==> src/rtl/ijtag_scan_master.sv <==
// IJTAG scan initiator: runs capture / shift / update on the scan network,
// shifting WrData out LSB-first and collecting ScanOut into RdData.
module ijtag_scan_master #(
  parameter int MAX_LEN = 32,
  parameter int CNT_W   = 6
) (
  input  logic               CLK,
  input  logic               RstBar,
  input  logic               Start,
  input  logic [CNT_W-1:0]   Len,
  input  logic [MAX_LEN-1:0] WrData,
  input  logic               ScanOut,
  output logic               Select,
  output logic               CaptureEn,
  output logic               ShiftEn,
  output logic               UpdateEn,
  output logic               ScanIn,
  output logic               Busy,
  output logic               Done,
  output logic               Err,
  output logic [MAX_LEN-1:0] RdData,
  output logic [2:0]         state_dbg
);

  typedef enum logic [2:0] {
    S_IDLE    = 3'd0,
    S_CAPTURE = 3'd1,
    S_SHIFT   = 3'd2,
    S_UPDATE  = 3'd3,
    S_DONE    = 3'd4
  } state_e;

  state_e             state_q, state_d;
  logic [CNT_W-1:0]   len_q, len_d, cnt_q, cnt_d;
  logic [MAX_LEN-1:0] sh_q, sh_d, col_q, col_d, rd_q, rd_d;
  logic               scan_in_q, scan_in_d, err_q, err_d;
  logic               select_q, select_d, capture_q, capture_d;
  logic               shift_q, shift_d, update_q, update_d, done_q, done_d;
  logic               len_ok, last_bit;

  assign len_ok   = (Len != '0) && (Len <= CNT_W'(MAX_LEN));
  assign last_bit = (cnt_q == len_q - CNT_W'(1));

  always_comb begin
    state_d   = state_q;
    len_d     = len_q;
    cnt_d     = cnt_q;
    sh_d      = sh_q;
    col_d     = col_q;
    rd_d      = rd_q;
    scan_in_d = 1'b0;
    err_d     = 1'b0;
    case (state_q)
      S_IDLE: begin
        if (Start) begin
          if (len_ok) begin
            len_d   = Len;
            sh_d    = WrData;
            cnt_d   = '0;
            col_d   = '0;
            state_d = S_CAPTURE;
          end else begin
            err_d = 1'b1;
          end
        end
      end
      S_CAPTURE: begin
        state_d   = S_SHIFT;
        scan_in_d = sh_q[0];
        sh_d      = sh_q >> 1;
      end
      S_SHIFT: begin
        // Bit i lands at position i, so bits at or above Len stay zero.
        col_d = col_q | ({{(MAX_LEN-1){1'b0}}, ScanOut} << cnt_q);
        if (last_bit) begin
          state_d = S_UPDATE;
        end else begin
          cnt_d     = cnt_q + CNT_W'(1);
          scan_in_d = sh_q[0];
          sh_d      = sh_q >> 1;
        end
      end
      S_UPDATE: begin
        rd_d    = col_q;
        state_d = S_DONE;
      end
      S_DONE:  state_d = S_IDLE;
      default: state_d = S_IDLE;
    endcase

    // Outputs are decoded from the next state so they appear registered.
    select_d  = (state_d == S_CAPTURE) || (state_d == S_SHIFT) || (state_d == S_UPDATE);
    capture_d = (state_d == S_CAPTURE);
    shift_d   = (state_d == S_SHIFT);
    update_d  = (state_d == S_UPDATE);
    done_d    = (state_d == S_DONE);
  end

  always_ff @(posedge CLK or negedge RstBar) begin
    if (!RstBar) begin
      state_q   <= S_IDLE;
      len_q     <= '0;
      cnt_q     <= '0;
      sh_q      <= '0;
      col_q     <= '0;
      rd_q      <= '0;
      scan_in_q <= 1'b0;
      err_q     <= 1'b0;
      select_q  <= 1'b0;
      capture_q <= 1'b0;
      shift_q   <= 1'b0;
      update_q  <= 1'b0;
      done_q    <= 1'b0;
    end else begin
      state_q   <= state_d;
      len_q     <= len_d;
      cnt_q     <= cnt_d;
      sh_q      <= sh_d;
      col_q     <= col_d;
      rd_q      <= rd_d;
      scan_in_q <= scan_in_d;
      err_q     <= err_d;
      select_q  <= select_d;
      capture_q <= capture_d;
      shift_q   <= shift_d;
      update_q  <= update_d;
      done_q    <= done_d;
    end
  end

  assign Select    = select_q;
  assign CaptureEn = capture_q;
  assign ShiftEn   = shift_q;
  assign UpdateEn  = update_q;
  assign ScanIn    = scan_in_q;
  assign Busy      = select_q;
  assign Done      = done_q;
  assign Err       = err_q;
  assign RdData    = rd_q;
  assign state_dbg = state_q;

endmodule

==> config.mk <==
export PLATFORM = sky130hd
export DESIGN_NAME = ijtag_scan_master
export DESIGN_NICKNAME = d
export VERILOG_FILES = /design/src/rtl/ijtag_scan_master.sv
export SDC_FILE = /design/constraint.sdc
export NUM_CORES = 1
export LEC_CHECK = 0
export ABC_CLOCK_PERIOD_IN_PS = 4900
export CORE_AREA = 2 2 104 106
export CTS_CLUSTER_DIAMETER = 100
export DETAILED_ROUTE_END_ITERATION = 8
export DIE_AREA = 0 0 106 108
export PLACE_DENSITY = 0.75
export SETUP_SLACK_MARGIN = 0.3
export SLEW_MARGIN = 20
export SYNTH_ARGS = -nofsm -noshare
export SYNTH_HDL_FRONTEND = slang
export SYNTH_SLANG_ARGS = --single-unit
==> constraint.sdc <==
create_clock -name CLK -period 4.9 [get_ports CLK]
set_clock_uncertainty 0.2 [all_clocks]
set_input_delay 1.225 -clock CLK [delete_from_list [all_inputs] [get_ports CLK]]
set_output_delay 1.225 -clock CLK [all_outputs]
set_load 0.01 [all_outputs]
==> results.md, run 1 <==
- Initial antenna violation count: 0
- Total gr overflow: 0
- Worst Hold Path EP: RdData[3]
- Fin area: 6392 um2
- Worst EP required: 5.09 ns
- FF-to-FF End: sh_q[29]
- Worst r2r src: len_q[0]
- Core area: 10230 um2
- TritonCTS Sinks: 118
- Syn Inst Count: 482
- CTS clk-pin slew, worst paths: 0.06 ns
- Tot GR Track Use: 0.2078
- Crit path DAT: 3.77 ns
- Hold Path Class: register to register
- Reg2reg setup slack: 1.79 ns
- Via Count: 3722
- Unrepaired setup endpoints after global routing: false
- Post-synth top flop: dfrtp_1
- Count leader, synth: nand2_1
- Crit path max fanout: 74
- Worst slew margin: 0.2549
- Largest net degree at the start of global routing: 75
- Final setup fails: 0
- CTS tree: built
- Final Wtd Congestion: 0.8118
- Area growth syn-to-layout: 29.15%
- Final nets: 602
- DIE HEIGHT: 108 um
- First-pass GRT wire length: 18780 um
- Wirelength per Cell: 15.68 um
- Synth unique cells: 45
- Port-buffer cells: 84
- Crit path capture type: register
- Maximum root-to-sink buffer count: 2
- Sequential fraction of the synthesis area: 0.5966
- Mean area per synthesized cell: 10.27 um2
- Synth cell count leaders: nand2_1 (124), dfrtp_1 (118), a21oi_1 (37), nor2_1 (36), and2_1 (33)
- H-tree depth: 4
- Reg2reg path depth: 7
- TritonCTS buffer count: 17
- Area contributors post-synth: dfrtp_1 (60%), nand2_1 (9.4%), a221o_1 (5.1%)
- FF+latch area: 2953 um2
- Drt initial violations: 196
- Tmin final: 3.582 ns
- Vias in the first global route: 3822
- Area occupied by multi-input gates: 1832 um2
- P per Cell Area: 585.1 nW/um2
- Starting utilization of the core area: 0.4838
- Worst setup margin: 1.318 ns
- Cell area after synthesis: 4950 um2
- Fmax: 279.1 MHz
- Detail Route Antenna Nets: 0
- Setup TNS: 0 ns
- Leak: 3.068 nW
- Yosys reg bits: 118
- Dpl hpwl: 6969 um
- Die area: 11450 um2
- Share of layout cells above drive strength 1: 0.09107
- DRC viols: 0
- Actual slew at the worst max-slew pin: 1.115 ns
- Post-synth ARST share: 1.000
- Clk Latency, worst-skew pair: 0.51 ns
- Net Count, Synth: 526
- Die X: 106 um
- EDFF count, synth: 0
- Leading area contributor after synthesis: dfrtp_1
- Pre-CTS setup slack: 0.7810 ns
- N_diodes: 0
- Worst vdd ir: 272.9 uV
- Hold Fails Final Rpt: 0
- Max Cap Viol: 0
- Yosys warning count: 0
- Cell Rows: 37
- WS Path Type: primary input to register
- 1st-pass router iterations: 4
- Status: complete, no violations
- Critical path startpoint category: primary input
- Period utilization: 0.7311
- Worst hold start: col_q[3]
- Pins Over Slew Limit: 0
- Via/cell ratio: 5.264
- Routed wire length: 11090 um
- Gates resized, CTS repair: 0
- Fill cell count: 827
- Setup repair bufs after CTS: 0
- CTS root buf: clkbuf_8
- Cts hold-fix bufs: 0
- Placed Area: 5858 um2
- Yosys top cell area share: 0.5966
- WHS Path Cells: 2
- Io pins: 85
cells in the final DEF (no fill, tap or decap), drive strengths merged, types with 5 or more instances in the layout:
cell	synthesis	final
or3	5	5
nor2	36	36
nor3b	6	6
dfrtp	118	118
and2	33	33
clkbuf	17	17
a21oi	37	37
a221o	31	31
inv	7	13
clkinvlp	0	5
clkdlybuf4s50	0	83
nand2	124	124
o21ai	5	5
final cells by class:
| class | instances | share of cell area |
|---|---|---|
| Clock inverter | 15 | 0.01879 |
| Multi-Input combinational cell | 327 | 0.2866 |
| Sequential cell | 118 | 0.4619 |
| Clock buffer | 17 | 0.06479 |
| Timing Repair Buffer | 87 | 0.1372 |
| Inverter | 7 | 0.004110 |
| Tap cell | 136 | 0.02662 |
flip-flops by register name, summed over array words and instances, names as in the netlist:
| register | count |
|---|---|
| RdData | 32 |
| sh_q | 32 |
| state_dbg | 3 |
| ScanIn | 1 |
| UpdateEn | 1 |
| cnt_q | 6 |
| len_q | 6 |
| ShiftEn | 1 |
| Done | 1 |
| Busy | 1 |
| CaptureEn | 1 |
| col_q | 32 |
| Err | 1 |
through the flow:
step | hold slack (ns) | instances | utilization | power (W)
after CTS | 0.2723 | 707 | 0.6248 | 0.003759
after floorplan | 0.2395 | 482 | - | 0.002245
after global placement | 0.2610 | 674 | 0.5715 | 0.002581
final | 0.2715 | 707 | 0.6248 | 0.003740
after detailed placement | 0.2610 | 675 | 0.5726 | 0.002634
after global routing | 0.2995 | 707 | 0.6248 | 0.003968
power breakdown:
group | switching [W] | internal (W)
sequential | 0.000205 | 0.00124
combinational | 0.000639 | 0.000553
clock | 0.000477 | 0.000630
cells by family (layout without fill, tap and decap cells):
kind of cell | count (synthesis) | in the layout | synth area share
xor+xnor | 6 | 6 | 0.01062
flops | 118 | 118 | 0.5966
simple gates | 229 | 229 | 0.2126
buf+inv | 37 | 126 | 0.03589
mux | 5 | 5 | 0.01036
fa+ha+maj | 2 | 2 | 0.005055
compound gates | 85 | 85 | 0.1289
per-layer routing:
metal / track usage / vias up / share of wire
met1: 0.2823 / 1825 / 0.46
met3: 0.05967 / 11 / 0.053
met5: 0 / - / 0
met4: 0.06015 / 0 / 0.013
met2: 0.3290 / 102 / 0.48
li1: - / 1784 / -
how the worst max path moves through the flow:
stage / depth (start not counted) / slack (ns) / from / end
after global placement: 8 / 0.85 / Len[1] / sh_q[24]
after CTS: 8 / 1.32 / Len[1] / sh_q[29]
after detailed placement: 8 / 0.78 / Len[1] / sh_q[29]
final: 8 / 1.32 / Len[1] / sh_q[29]
after global routing: 8 / 1.12 / Len[1] / cnt_q[1]
after floorplan: 8 / 1.67 / Len[1] / sh_q[24]
critical path, cell delays in order:
cell             delay [ns]
clkdlybuf4s50_1        0.41
or3_1                  0.42
or3_1                  0.34
nand3_1                0.09
buf_4                  0.20
inv_2                  0.42
and2_1                 0.35
a221o_2                0.30
Power figures use the tool's default switching activity.
==> inputs of run 2 (changes only) <==
ABC_CLOCK_PERIOD_IN_PS = 3450   (was 4900)
clock period = 3.45 ns   (was 4.9 ns; I/O delays follow)
==> run 2 against run 1 <==
Combinational power is 46% higher; largest power group unchanged; first-iteration DRC count is 12% higher; hold slack worse by 0.0038 ns; cell count is 0.85% higher; largest cell class unchanged; sequential share of layout area is 0.46 points lower; cell area is 1.0% higher; via count is 1.6% higher; critical endpoint unchanged; core utilization is 0.62 points higher; sequential power is 42% higher.
==> results.md, run 2 (synthesis results as in run 1) <==
- Met2 Use GR: 0.3346
- Vias in the first global route: 3805
- Fin area: 6456 um2
- Worst vdd ir: 542.2 uV
- Total power: 0.005330 W
- Maximum root-to-sink buffer count: 2
- CTS tree: built
- CTS root buf: clkbuf_8
- Routed wire length: 11240 um
- Pre-CTS setup slack: -0.07562 ns
- Worst slew margin: 0.3104
- Die X: 106 um
- Crit path capture type: register
- Met1 Resource Use GR: 0.2936
- Hold Path Class: register to register
- Drt initial violations: 219
- Comb pwr share: 0.326
- Dpl hpwl: 7191 um
- Actual slew at the worst max-slew pin: 1.032 ns
- TritonCTS Sinks: 118
- 1st-pass router iterations: 4
- Leak: 3.114 nW
- Status: complete, no violations
- Core area: 10230 um2
- Grt met3 use: 0.04159
- FF-to-FF End: sh_q[29]
- Initial antenna violation count: 0
- Register share of total power: 0.385
- Clock power share: 0.289
- Reg2reg path depth: 7
- Wirelength per Cell: 15.76 um
- Via Count: 3782
- Critical path startpoint category: primary input
- DRC viols: 0
- N_diodes: 0
- Most frequent cells in the layout: nand2_1 (124), dfrtp_1 (118), clkdlybuf4s50_1 (83)
- Fmax: 331.1 MHz
- Start point of the critical path: Len[1]
- Hold Fails Final Rpt: 0
- Final Wtd Congestion: 0.7852
- Placed Area: 5934 um2
- Area growth syn-to-layout: 30.43%
- Largest net degree at the start of global routing: 78
- Tot GR Track Use: 0.2102
- Switching part of the total power: 0.3410
- Worst setup margin: 0.4300 ns
- Die area: 11450 um2
- Final design utilization: 0.6310
- Final setup fails: 0
- Gates resized, CTS repair: 0
- H-tree depth: 4
- Pins Over Slew Limit: 0
- Io pins: 85
- Crit path to: sh_q[29]
- Unrepaired setup endpoints after global routing: false
- Detail Route Antenna Nets: 0
- Final nets: 611
- Tmin final: 3.020 ns
- Worst r2r src: len_q[0]
- TritonCTS buffer count: 17
- Port-buffer cells: 84
- WHS Path Cells: 2
- Reg2reg setup slack: 0.51 ns
- DIE HEIGHT: 108 um
- Max Cap Viol: 0
- Starting utilization of the core area: 0.4838
- Cts hold-fix bufs: 0
- First-pass GRT wire length: 18850 um
- WS Path Type: primary input to register
- Crit path DAT: 3.20 ns
- CTS clk-pin slew, worst paths: 0.05 ns
- Crit path max fanout: 31
- Setup repair bufs after CTS: 0
- Worst EP required: 3.63 ns
- Via/cell ratio: 5.304
- Share of layout cells above drive strength 1: 0.1005
- Clk Latency, worst-skew pair: 0.51 ns
- Period utilization: 0.8754
- Sw Pwr: 0.001818 W
- Grt peak-use layer: met2
- Commonest non-fill, non-tap cell in the layout: nand2_1
- Cell Rows: 37
- P per Cell Area: 825.6 nW/um2
- P_int: 0.003512 W
- Total gr overflow: 0
-- run 2: cell count changes in the layout (fill, tap and decap cells not counted), sizes merged --
cell    previous run  this run
inv               13         7
buf                4        13
clkbuf            17        21
clkinv             4         3
-- run 2: layout make-up --
| type | instances | area (um2) |
|---|---|---|
| inverters | 7 | 26.28 |
| clock inverters | 8 | 52.55 |
| clock buffers | 21 | 469.2 |
| fillers | 833 | 3775 |
| multi-input cells | 327 | 1832 |
| flip-flops and latches | 118 | 2953 |
| repair buffers | 96 | 953.4 |
| well taps | 136 | 170.2 |
-- run 2: power by group through the flow --
| stage | registers (W) | logic, W | clock network, W |
|---|---|---|---|
| floorplan | 0.00201 | 0.00118 | 0 |
| global placement | 0.00205 | 0.00166 | 0 |
| detailed placement | 0.00206 | 0.00172 | 0 |
| CTS | 0.00205 | 0.00175 | 0.00157 |
| global route | 0.00209 | 0.00191 | 0.00164 |
| finish | 0.00205 | 0.00174 | 0.00154 |
-- run 2: per-layer routing --
metal,part of all wire,wire length (um)
met5,0,0
met4,0.0047,53
met3,0.036,409
met2,0.48,5422
met1,0.48,5351
-- run 2: how the worst min path moves through the flow --
stage | endpoint | start | slack, ns
final | RdData[13] | col_q[13] | 0.27
after global routing | RdData[0] | RdData[0] | 0.29
after CTS | RdData[13] | col_q[13] | 0.27
after detailed placement | RdData[26] | col_q[26] | 0.26
after global placement | RdData[31] | col_q[31] | 0.25
after floorplan | RdData[0] | col_q[0] | 0.24
-- run 2: through the flow --
step,instances,setup TNS (ns),hold slack [ns]
2_1_floorplan,482,0,0.2395
3_3_place_gp,684,-0.1569,0.2485
3_5_place_dp,684,-1.181,0.2586
4_1_cts,713,0,0.2702
5_1_grt,713,0,0.2946
6_report,713,0,0.2678
-- run 2: worst max-delay path: stages --
cell             delay, ns
clkdlybuf4s50_1       0.42
or3_1                 0.44
or3_1                 0.36
a311oi_1              0.28
buf_4                 0.17
a211oi_4              0.03
buf_4                 0.27
a221o_2               0.37
